==> src/rtl/hex_display_scan_ctrl_if.sv <==
// Bundle for the hex display scan controller: the A/S load handshake, the
// blank control and the shared segment / digit-enable drive.
`timescale 1ns/1ps
interface hex_display_scan_ctrl_if;
    logic [7:0] hex_in_a;
    logic [7:0] hex_in_s;
    logic       ld_valid;
    logic       ld_ready;
    logic       blank;
    logic [6:0] seg;
    logic [3:0] an;
    logic       frame_done;
    logic       committed;

    // Source of A/S pairs and blank; consumer of the display drive.
    modport master (
        output hex_in_a, hex_in_s, ld_valid, blank,
        input  ld_ready, seg, an, frame_done, committed
    );

    // The scan controller itself.
    modport slave (
        input  hex_in_a, hex_in_s, ld_valid, blank,
        output ld_ready, seg, an, frame_done, committed
    );
endinterface

==> src/rtl/hex_display_scan_ctrl.sv <==
// Time-multiplexed 4-digit common-anode 7-segment controller showing two
// bytes A and S in hex (digits 3..0 = A[7:4], A[3:0], S[7:4], S[3:0]).
// Each digit slot opens with GUARD blanked cycles to avoid ghosting. New
// A/S pairs are taken over a valid/ready handshake into shadow registers and
// only copied to the display registers at a frame boundary, so a frame never
// mixes old and new data.
`timescale 1ns/1ps
module hex_display_scan_ctrl #(
    parameter int PRESCALE = 50000,
    parameter int GUARD    = 2
) (
    input  logic                    clk,
    input  logic                    rst,
    hex_display_scan_ctrl_if.slave  bus
);

    localparam int             CW       = (PRESCALE > 1) ? $clog2(PRESCALE) : 1;
    localparam logic [CW-1:0]  CNT_MAX  = CW'(PRESCALE - 1);
    localparam logic [CW-1:0]  GUARD_W  = CW'(GUARD);

    // Active-low hex to segment decode, bit order {g,f,e,d,c,b,a}.
    function automatic logic [6:0] hex_to_seg(input logic [3:0] nib);
        logic [6:0] s;
        case (nib)
            4'h0:    s = 7'h40;
            4'h1:    s = 7'h79;
            4'h2:    s = 7'h24;
            4'h3:    s = 7'h30;
            4'h4:    s = 7'h19;
            4'h5:    s = 7'h12;
            4'h6:    s = 7'h02;
            4'h7:    s = 7'h78;
            4'h8:    s = 7'h00;
            4'h9:    s = 7'h10;
            4'hA:    s = 7'h08;
            4'hB:    s = 7'h03;
            4'hC:    s = 7'h46;
            4'hD:    s = 7'h21;
            4'hE:    s = 7'h06;
            4'hF:    s = 7'h0E;
            default: s = 7'h7F;
        endcase
        return s;
    endfunction

    logic [CW-1:0] cnt_r;
    logic [CW-1:0] cnt_nxt_s;
    logic [1:0]    dig_r;
    logic [1:0]    dig_nxt_s;
    logic [7:0]    a_d_r;
    logic [7:0]    s_d_r;
    logic [7:0]    a_sh_r;
    logic [7:0]    s_sh_r;
    logic          pending_r;
    logic          pending_nxt_s;
    logic          ld_ready_r;
    logic          frame_done_r;
    logic          committed_r;
    logic [6:0]    seg_r;
    logic [6:0]    seg_nxt_s;
    logic [3:0]    an_r;
    logic [3:0]    an_nxt_s;
    logic          wrap_s;
    logic          boundary_s;
    logic          accept_s;
    logic          commit_s;
    logic          in_guard_s;
    logic [3:0]    nibble_s;

    // With no guard the slot is never blanked; avoid a constant compare.
    generate
        if (GUARD == 0) begin : g_no_guard
            assign in_guard_s = 1'b0;
        end else begin : g_guard
            assign in_guard_s = (cnt_r < GUARD_W);
        end
    endgenerate

    // Slot counter and digit pointer; a frame ends on the last cycle of digit 3.
    always_comb begin
        wrap_s     = (cnt_r == CNT_MAX);
        boundary_s = wrap_s && (dig_r == 2'd3);
        if (wrap_s) begin
            cnt_nxt_s = '0;
            dig_nxt_s = dig_r + 2'd1;
        end else begin
            cnt_nxt_s = cnt_r + CW'(1);
            dig_nxt_s = dig_r;
        end
    end

    // Handshake: a commit at the boundary frees the shadow, otherwise an
    // accepted offer fills it. ready is low while pending, so both never coincide.
    always_comb begin
        accept_s = bus.ld_valid && ld_ready_r;
        commit_s = boundary_s && pending_r;
        if (commit_s) begin
            pending_nxt_s = 1'b0;
        end else if (accept_s) begin
            pending_nxt_s = 1'b1;
        end else begin
            pending_nxt_s = pending_r;
        end
    end

    // Next segment/anode drive from the current slot and display registers.
    always_comb begin
        case (dig_r)
            2'd0:    nibble_s = s_d_r[3:0];
            2'd1:    nibble_s = s_d_r[7:4];
            2'd2:    nibble_s = a_d_r[3:0];
            2'd3:    nibble_s = a_d_r[7:4];
            default: nibble_s = 4'h0;
        endcase
        if (in_guard_s || bus.blank) begin
            an_nxt_s  = 4'hF;
            seg_nxt_s = 7'h7F;
        end else begin
            an_nxt_s  = ~(4'b0001 << dig_r);
            seg_nxt_s = hex_to_seg(nibble_s);
        end
    end

    // Scan counters.
    always_ff @(posedge clk or posedge rst) begin
        if (rst) begin
            cnt_r <= '0;
            dig_r <= 2'd0;
        end else begin
            cnt_r <= cnt_nxt_s;
            dig_r <= dig_nxt_s;
        end
    end

    // Shadow capture, pending flag and ready; a pending pair is lost on reset.
    always_ff @(posedge clk or posedge rst) begin
        if (rst) begin
            a_sh_r     <= 8'h00;
            s_sh_r     <= 8'h00;
            pending_r  <= 1'b0;
            ld_ready_r <= 1'b1;
        end else begin
            if (accept_s) begin
                a_sh_r <= bus.hex_in_a;
                s_sh_r <= bus.hex_in_s;
            end
            pending_r  <= pending_nxt_s;
            ld_ready_r <= ~pending_nxt_s;
        end
    end

    // Display registers, updated only at a frame boundary.
    always_ff @(posedge clk or posedge rst) begin
        if (rst) begin
            a_d_r <= 8'h00;
            s_d_r <= 8'h00;
        end else if (commit_s) begin
            a_d_r <= a_sh_r;
            s_d_r <= s_sh_r;
        end
    end

    // Registered display drive and frame pulses.
    always_ff @(posedge clk or posedge rst) begin
        if (rst) begin
            seg_r        <= 7'h7F;
            an_r         <= 4'hF;
            frame_done_r <= 1'b0;
            committed_r  <= 1'b0;
        end else begin
            seg_r        <= seg_nxt_s;
            an_r         <= an_nxt_s;
            frame_done_r <= boundary_s;
            committed_r  <= commit_s;
        end
    end

    assign bus.seg        = seg_r;
    assign bus.an         = an_r;
    assign bus.ld_ready   = ld_ready_r;
    assign bus.frame_done = frame_done_r;
    assign bus.committed  = committed_r;

endmodule

==> src/flat_wrapper.sv <==
// flat-port wrapper written by rule: the top's interface ports become plain ports
module hex_display_scan_ctrl_flat 
#(
    parameter int PRESCALE = 50000,
    parameter int GUARD    = 2
)
  (clk, rst, bus_hex_in_a, bus_hex_in_s, bus_ld_valid, bus_blank, bus_ld_ready, bus_seg, bus_an, bus_frame_done, bus_committed);
  hex_display_scan_ctrl_if bus_i ();
  input  logic clk;
  input  logic rst;
  input wire logic [$bits(bus_i.hex_in_a)-1:0] bus_hex_in_a;
  input wire logic [$bits(bus_i.hex_in_s)-1:0] bus_hex_in_s;
  input wire logic [$bits(bus_i.ld_valid)-1:0] bus_ld_valid;
  input wire logic [$bits(bus_i.blank)-1:0] bus_blank;
  output wire logic [$bits(bus_i.ld_ready)-1:0] bus_ld_ready;
  output wire logic [$bits(bus_i.seg)-1:0] bus_seg;
  output wire logic [$bits(bus_i.an)-1:0] bus_an;
  output wire logic [$bits(bus_i.frame_done)-1:0] bus_frame_done;
  output wire logic [$bits(bus_i.committed)-1:0] bus_committed;
  assign bus_i.hex_in_a = bus_hex_in_a;
  assign bus_i.hex_in_s = bus_hex_in_s;
  assign bus_i.ld_valid = bus_ld_valid;
  assign bus_i.blank = bus_blank;
  assign bus_ld_ready = bus_i.ld_ready;
  assign bus_seg = bus_i.seg;
  assign bus_an = bus_i.an;
  assign bus_frame_done = bus_i.frame_done;
  assign bus_committed = bus_i.committed;
  hex_display_scan_ctrl #(.PRESCALE(PRESCALE), .GUARD(GUARD)) u_core (.clk(clk), .rst(rst), .bus(bus_i));
endmodule
==> config.mk <==
export PLATFORM = sky130hd
export DESIGN_NAME = hex_display_scan_ctrl_flat
export DESIGN_NICKNAME = d
export VERILOG_FILES = /design/src/rtl/hex_display_scan_ctrl_if.sv /design/src/rtl/hex_display_scan_ctrl.sv /design/src/flat_wrapper.sv
export SDC_FILE = /design/constraint.sdc
export NUM_CORES = 1
export LEC_CHECK = 0
export BUFFER_PORTS_ARGS = -buffer_cell sky130_fd_sc_hd__buf_2
export CAP_MARGIN = 15
export CORE_MARGIN = 4
export CORE_UTILIZATION = 25
export DETAILED_ROUTE_END_ITERATION = 10
export REMOVE_ABC_BUFFERS = 1
export SLEW_MARGIN = 20
export SYNTH_ARGS = -nofsm -noshare
export SYNTH_HDL_FRONTEND = slang
export SYNTH_SLANG_ARGS = --single-unit
==> constraint.sdc <==
create_clock -name clk -period 3.85 [get_ports clk]
set_clock_uncertainty 0.15 [all_clocks]
set_input_delay 0.385 -clock clk [delete_from_list [all_inputs] [get_ports clk]]
set_output_delay 0.385 -clock clk [all_outputs]
set_load 0.01 [all_outputs]
* After elaboration in Yosys (flattened, before gate mapping)
Memories as Yosys holds them, arrays and structs flattened. Index checks and enable logic that the tools add are counted.
Operators by class: add/sub/neg operators 2, magnitude comparators 1, equal/unequal tests 4, shifts and indexed selects 1, multiplexer cells 6, bitwise logic cells 2, reductions and logical operators 5
Operators by type and width (count):
- $add A16 B1 Y16 const B | 1
- $eq A16 B16 Y1 const B | 1
- $lt A16 B2 Y1 const B | 1
- $mux W16 | 1
- $pmux W4 S4 | 1
- $mux W7 | 1
- $eq A2 B2 Y1 const B | 2
- $mux W4 | 1
- $not A4 Y4 | 1
- $shl A1 B2 Y4 const A | 1
- $logic_and A1 B1 Y1 | 3
- $add A2 B1 Y2 const B | 1
- $eq A2 B1 Y1 const B | 1
- $logic_not A2 Y1 | 1
- $mux W1 | 2
- $logic_or A1 B1 Y1 | 1
- $not A1 Y1 | 1
Word-level totals: register bits after elaboration 65, bits in read-only memories 112, input bits 20, output and inout port bits 14, logic and storage cells 34, memories kept 1
Memory list:
- (no name shown) | words 16, width 7, rd ports 1, clocked after Yosys merged registers in 0, write ports 0, line hex_display_scan_ctrl.sv:24 | case (nib)

* Longest topological paths before layout
Gate-level depths: netlist of the first run.
word-level depth 5, gate-level depth with buffers 11

* Worst setup path before layout of the first run
OpenSTA, ideal clock, no wires.
kind register -> register, start register u_core.cnt_r[10], end register u_core.a_d_r[0], library setup time 125 ps, arrival time 1977 ps, required time 3575 ps, path slack 1598 ps, stages on the path, launching flop included 8, path buffers 2, period minus slack after synthesis 2252 ps, cells stage by stage dfrtp_1 > or4_4 > nor4_4 > and2_1 > buf_6 > nand3_4 > buf_6 > mux2_4
Between the ends: word-level cells in the longest chain between the ends 3
Ends and longest elaborated chain:
- start, declared | line hex_display_scan_ctrl.sv:46 | logic [CW-1:0] cnt_r;
- start signal, assigned | line hex_display_scan_ctrl.sv:130 | cnt_r <= cnt_nxt_s;
- $eq A16 B16 Y1 | line hex_display_scan_ctrl.sv:81 | wrap_s = (cnt_r == CNT_MAX);
- $logic_and A1 B1 Y1 | line hex_display_scan_ctrl.sv:82 | boundary_s = wrap_s && (dig_r == 2'd3);
- $logic_and A1 B1 Y1 | line hex_display_scan_ctrl.sv:96 | commit_s = boundary_s && pending_r;
- end signal, assigned | line hex_display_scan_ctrl.sv:158 | a_d_r <= a_sh_r;
- end, declared | line hex_display_scan_ctrl.sv:50 | logic [7:0] a_d_r;
No other way between the ends. A chain may end at the register's enable or synchronous reset.

* Worst setup path in the final report of the first run
start register u_core.dig_r[1], end register u_core.seg_r[6], in the netlist u_core.bus.seg[6]
Between the ends: word-level cells in the longest chain between the ends 4, elaborated cells on any way between the ends 7, those cells by class eq/ne: 3; mux: 2; reduce/logical: 1; memory: 1
Ends and longest elaborated chain:
- start, declared | line hex_display_scan_ctrl.sv:48 | logic [1:0] dig_r;
- start signal, assigned | line hex_display_scan_ctrl.sv:131 | dig_r <= dig_nxt_s;
- $eq A2 B2 Y1 (tied with other cells) | line hex_display_scan_ctrl.sv:108 | case (dig_r)
- $pmux W4 S4 * | line hex_display_scan_ctrl.sv:108
- $mem_v2 Z16 W7 *
- $mux W7 * | line hex_display_scan_ctrl.sv:115 | if (in_guard_s || bus.blank) begin
- named net u_core.seg_nxt_s[6] | line hex_display_scan_ctrl.sv:60 | logic [6:0] seg_nxt_s;
- end signal, assigned | line hex_display_scan_ctrl.sv:171 | seg_r <= seg_nxt_s;
- end, declared | line hex_display_scan_ctrl.sv:59 | logic [6:0] seg_r;
Mark *: on every way through the listed nets, which the timed path passes. The rest lies on a longest branch.

==> reports/results.tsv, run 1 <==
stage	metric	value	unit
run_status	outcome	finished clean	
route	WL final	5.56	mm
worst_setup_path	WP data required	3880	ps
synth	#FFs+latches synth	65	
route	Final ANT Viol Nets	0	
clock_network	Worst-path clk slew	50	ps
synth	yosys synthesis warning count	0	
floorplan	DIE WIDTH	116	um
layout	n_diodes	0	
worst_setup_path	CP Launch Point	u_core.dig_r[1]	
global_routing	Total GRT Usage	0.0883	
floorplan	FP Rows	39	
worst_setup_path	type of the worst setup path	reg2reg	
layout	Area Growth Syn to Fin	20.2	%
timing	unrepaired setup endpoints after global routing	no	
floorplan	DIE AREA	13600	um2
clock_network	Worst-Skew Late Latency	320	ps
pwr	Leak Pwr	0.00160	uW
pwr	power after layout	1680	uW
timing	Hold Fails Final Rpt	0	
global_routing	GR Overflow Total	0	
clock_network	TritonCTS buffer count	9	
clock_network	postcts setup bufs	0	
timing	FMAX	0.357	GHz
floorplan	die height	116	um
floorplan	Core Area	11500	um2
floorplan	starting density of the core	0.256	
synth	number of synthesized flops with an enable pin	0	
clock_network	clk sink count	65	
clock_network	CTS tree	built	
pwr	pwr dens	476	nW/um2
route	via count	1835	
timing	fin. max-slew vios	0	
timing	min Tclk post-route	2800	ps
timing	relative slew slack	0.370	
route	WL/cell	13.3	um
synth	Mapped Avg Cell Area	12.6	um2
timing	Worst-Margin Slew	941	ps
clock_network	H-tree Lvls	3	
clock_network	CTS Hold Buffers Added	0	
timing	Fin Setup TNS	0	ps
route	drt pass-1 iters	4	
clock_network	post-CTS sizing	0	
route	post-route DRC violation count	0	
layout	nets	303	
global_routing	via count of the first global-routing pass	1813	
synth	sequential cell area fraction in the yosys report	0.559	
clock_network	clock root buffer master	clkbuf_16	
route	Initial DRC Count	73	
synth	Top FF cell, synth	dfrtp_1	
placed_design	HPWL after DPL	4.00	mm
synth	share of synthesized registers carrying an async set or reset	1.00	
worst_setup_path	reg-to-reg critical path startpoint	u_core.dig_r[1]	
global_routing	global-route wire length before repair	9.22	mm
placed_design	PortBufs	33	
timing	period utilisation layout	0.727	
worst_setup_path	Crit. End Element	flop	
worst_setup_path	CP max FO	6	
clock_network	Bufs on Longest Clock Path	2	
worst_setup_path	Arrival @ worst endpoint	2830	ps
synth	Synth Cell Area	2940	um2
timing	Finish-stage setup viols	0	
worst_setup_path	Setup crit start kind	flop	
min_path	Min-Delay Path Class	in2async	
synth	Netlist cell types	40	
layout	Fillers	1146	
global_routing	pin count of the biggest net entering global routing	50	
placed_design	global placement routability congestion	0.812	
floorplan	I/O pin count	34	
synth	Post-Syn Instances	234	
pwr	VDD IR max	0.292	mV
global_routing	initial antenna violation count	0	
route	Via density	4.38	
flow_run	maxcap violations	0	
layout	layout cells sized above 1	0.355	
layout make-up:
class	instances	area (um2)	share of cell area
clock buffer	10	229	0.0648
clock inverter	6	58.8	0.0166
inverter	12	46.3	0.0131
multi-input combinational	149	1210	0.341
sequential	65	1640	0.465
tap	143	179	0.0506
timing repair buffer	34	173	0.0489
state kept, by name (all words and copies together), names as in the netlist:
name and count:
u_core.a_d_r 8, u_core.a_sh_r 8, u_core.bus.an 4, u_core.bus.committed 1
u_core.bus.frame_done 1, u_core.bus.ld_ready 1, u_core.bus.seg 7, u_core.cnt_r 16
u_core.dig_r 2, u_core.pending_r 1, u_core.s_d_r 8, u_core.s_sh_r 8
cells in the mapped netlist (3+ instances only):
master / n / area (um2)
xor2_1: 6 / 52.6
nand2_1: 16 / 60.1
ha_1: 12 / 150
o221ai_1: 5 / 43.8
dfrtp_1: 53 / 1330
dfstp_2: 12 / 315
a222oi_1: 3 / 30.0
clkbuf_1: 5 / 18.8
nand3_1: 6 / 30.0
and2_1: 3 / 18.8
mux2_4: 8 / 120
a21oi_1: 6 / 30.0
inv_1: 12 / 45.0
nor2_1: 15 / 56.3
mux2_2: 25 / 282
nor3_1: 4 / 20.0
xnor2_1: 8 / 70.1
o21ai_0: 7 / 35.0
per-stage QoR:
stage	instance area, um2	hold slack (ps)	util	worst slack (ps)	instances
CTS	3530	128	0.308	1090	419
detailed placement	3240	332	0.283	1130	403
finish	3530	37.8	0.308	1050	419
global route	3530	98.2	0.308	822	419
floorplan	2890	298	-	1550	226
global placement	3240	335	0.283	1220	403
final timing paths:
check / slack (ps) / cells past startpoint / endpoint
setup / recovery: 1050 / 11 / u_core.bus.seg[6]
hold / removal: 40 / 2 / u_core.s_sh_r[7]
setup reg to reg: 1050 / 11 / u_core.bus.seg[6]
hold reg to reg: 340 / 1 / u_core.cnt_r[11]
max in group asynchronous: 2720 / 3 / u_core.bus.seg[5]
min in group clk: 140 / 2 / u_core.a_sh_r[1]
cell families (layout without fill, tap and decap cells):
family,after synthesis,in the layout,share of synthesized area
simple gates,61,61,0.113
fa+ha+maj,12,12,0.0511
compound gates,28,28,0.0647
flops,65,65,0.559
buf+inv,20,62,0.0311
xor+xnor,14,14,0.0417
mux,34,34,0.140
worst max-delay path, cell delays in order (launching register included):
cell,delay [ps]
dfrtp_1,390
inv_1,100
ha_1,280
a222oi_1,400
nand2_1,80
o21ai_0,290
inv_1,200
ha_1,260
inv_1,80
nor2_1,60
a21oi_1,210
o221ai_1,160
report_power, final:
part,internal [uW],switching (uW),leakage [uW]
logic,66.4,40.8,0.000653
clock network,496,277,0.000136
registers,763,39.9,0.000812
placed cells by master, fill, tap and decap left out, drive strengths merged, types with 3 or more instances in the layout:
cell    count
nand3       7
dfrtp      53
xor2        6
o21ai       7
xnor2       8
mux2       33
o221ai      5
and2        3
a21oi       6
inv        11
clkinv      4
nor4        3
clkbuf     10
nand2      16
buf        34
nor2       15
ha         12
nor3        4
dfstp      12
a222oi      3
routing by layer:
layer | vias up | part of all wire | track usage
met5 | - | 0 | 0
met3 | 10 | 0.058 | 0.0316
met4 | 0 | 0.015 | 0.0333
met2 | 38 | 0.45 | 0.129
met1 | 901 | 0.47 | 0.120
li1 | 886 | - | -
Power figures use the tool's default switching activity.
==> inputs of run 2 (changes only) <==
==> constraint.sdc (replaced) <==
create_clock -name clk -period 2.6 [get_ports clk]
set_clock_uncertainty 0.15 [all_clocks]
set_input_delay 0.26 -clock clk [delete_from_list [all_inputs] [get_ports clk]]
set_output_delay 0.26 -clock clk [all_outputs]
set_load 0.01 [all_outputs]
==> reports/results.tsv, run 2 (synthesis gave the netlist of run 1 again) <==
stage	metric	value	unit	change
layout	most frequent cells in the layout	dfrtp_1 (53), buf_2 (33), mux2_2 (25)		
timing	min Tclk post-route	2400	ps	-403 ps
placed_design	DP Cell Count	409		+1.5%
clock_network	H-tree Lvls	3		unchanged
floorplan	DIE AREA	13600	um2	unchanged
global_routing	pin count of the biggest net entering global routing	20		-60%
route	via count	1877		+2.3%
layout	n_diodes	0		unchanged
timing	FMAX	0.417	GHz	+17%
placed_design	HPWL after DPL	4.17	mm	+4.4%
worst_setup_path	critical path's slowest cell	dfrtp_1		
route	Final ANT Viol Nets	0		unchanged
clock_network	Worst-path clk slew	50	ps	about the same
worst_setup_path	type of the worst setup path	reg2reg		
layout	layout cells sized above 1	0.384		+0.0287
layout	Biggest register	u_core.cnt_r		
worst_setup_path	r2r setup slk	200	ps	-850 ps
placed_design	PortBufs	33		unchanged
global_routing	Total GRT Usage	0.0919		+0.00366
worst_setup_path	Crit path max-delay family	compound AO/OA/AOI/OAI gates		
clock_network	Bufs on Longest Clock Path	2		unchanged
layout	Fillers	1132		-1.2%
timing	fin. max-slew vios	0		unchanged
worst_setup_path	Arrival @ worst endpoint	2440	ps	-390 ps
route	WL final	5.66	mm	+1.9%
timing	Worst-Margin Slew	887	ps	-53.3 ps
timing	worst hold slack	16.9	ps	-20.9 ps
layout	Area Growth Syn to Fin	23.5	%	
timing	unrepaired setup endpoints after global routing	no		
placed_design	global placement routability congestion	0.830		+2.2%
timing	period utilisation layout	0.921		+0.194
layout	Layout Cells excl Fill	427		+1.9%
layout	most common cell after layout, fill and taps aside	dfrtp_1		
clock_network	clock root buffer master	clkbuf_16		
worst_setup_path	WP data required	2650	ps	-1230 ps
timing	Hold Fails Final Rpt	0		unchanged
flow_run	maxcap violations	0		unchanged
layout	Final Cell Area	3630	um2	+2.7%
route	WL/cell	13.3	um	about the same
placed_design	Setup Slack @ Placement	24.4	ps	-1110 ps
timing	Finish-stage setup viols	0		unchanged
route	drt pass-1 iters	4		unchanged
layout	nets	311		+2.6%
worst_setup_path	CP max FO	6		unchanged
timing	Fin Setup TNS	0	ps	unchanged
worst_setup_path	cell mode on critical path	inv_1		
pwr	VDD IR max	0.501	mV	+71%
min_path	Min-Delay Path Class	in2reg		
floorplan	Core Area	11500	um2	unchanged
route	Initial DRC Count	75		+2.7%
pwr	Leak Pwr	0.00166	uW	+3.4%
global_routing	initial antenna violation count	0		unchanged
floorplan	FP Rows	39		unchanged
floorplan	die height	116	um	unchanged
route	Via density	4.40		+0.37%
worst_setup_path	Crit. End Element	flop		
route	post-route DRC violation count	0		unchanged
clock_network	CTS tree	built		
clock_network	clk sink count	65		unchanged
floorplan	I/O pin count	34		unchanged
layout	max FFs per register	16		unchanged
worst_setup_path	Setup crit start kind	flop		
global_routing	via count of the first global-routing pass	1918		+5.8%
placed_design	Placed Instance Area	3290	um2	+1.4%
worst_setup_path	worst path buffer plus inverter count	3		unchanged
global_routing	GR Overflow Total	0		unchanged
timing	relative slew slack	0.406		+0.0357
clock_network	TritonCTS buffer count	9		unchanged
timing	worst setup margin	204	ps	-847 ps
clock_network	Worst-Skew Late Latency	320	ps	about the same
run_status	outcome	finished clean		
pwr	pwr dens	702	nW/um2	+47%
floorplan	DIE WIDTH	116	um	unchanged
global_routing	global-route wire length before repair	9.70	mm	+5.2%
worst_setup_path	max incr delay on CP	400	ps	about the same
worst_setup_path	crit path cell chain	inv_1, ha_1, a222oi_1, nand2_1, o21ai_2, inv_1, ha_1, inv_1, nor2_1, a21oi_1, o221ai_1		
floorplan	starting density of the core	0.256		unchanged
[run 2: layout make-up]
cell class	instances	area [um2]	area share
sequential	65	1640	0.452
clock buffer	13	260	0.0717
timing repair buffer	42	235	0.0648
clock inverter	3	40.0	0.0110
multi-input combinational	149	1230	0.338
tap	143	179	0.0493
inverter	12	45.0	0.0124
[run 2: path summary, 6_finish.rpt]
| check | depth (start not counted) | to | startpoint |
|---|---|---|---|
| setup / recovery | 11 | u_core.bus.seg[6] | u_core.dig_r[1] |
| hold / removal | 2 | u_core.a_sh_r[3] | bus_hex_in_a[3] |
| setup reg to reg | 11 | u_core.bus.seg[6] | u_core.dig_r[1] |
| hold reg to reg | 1 | u_core.cnt_r[0] | u_core.cnt_r[0] |
| max in group asynchronous | 4 | u_core.bus.seg[1] | rst |
| min in group asynchronous | 3 | u_core.s_d_r[7] | rst |
[run 2: power by group]
| part | internal [uW] | switching [uW] |
|---|---|---|
| clock | 790 | 402 |
| combinational | 102 | 63.3 |
| sequential | 1130 | 58.4 |
| total | 2020 | 524 |
[run 2: worst register-to-register path: stages, from the launching register on]
cell	delay, ps
dfrtp_1	400
inv_1	100
ha_1	260
a222oi_1	370
nand2_1	120
o21ai_2	140
inv_1	130
ha_1	210
inv_1	70
nor2_1	60
a21oi_1	130
o221ai_1	140
[run 2: metrics by stage]
stage | util | power (uW)
floorplan | - | 1310
global placement | 0.287 | 1370
detailed placement | 0.287 | 1380
CTS | 0.314 | 2590
global route | 0.316 | 2660
finish | 0.316 | 2550
[run 2: per-layer routing]
| metal | track usage | share of wire | vias up |
|---|---|---|---|
| li1 | - | - | 906 |
| met1 | 0.129 | 0.49 | 922 |
| met2 | 0.132 | 0.44 | 40 |
| met3 | 0.0269 | 0.056 | 9 |
| met4 | 0.0387 | 0.015 | 0 |
| met5 | 0 | 0 | - |
[run 2: what timing repair did]
action | 4_1_cts | 5_1_grt
buffers inserted | 0 | 1
gates resized for setup | 1 | 6
setup endpoints to repair | 1 | 7
hold buffers | 1 | 0
pin swaps | 0 | 2
hold endpoints to repair | 15 | 0
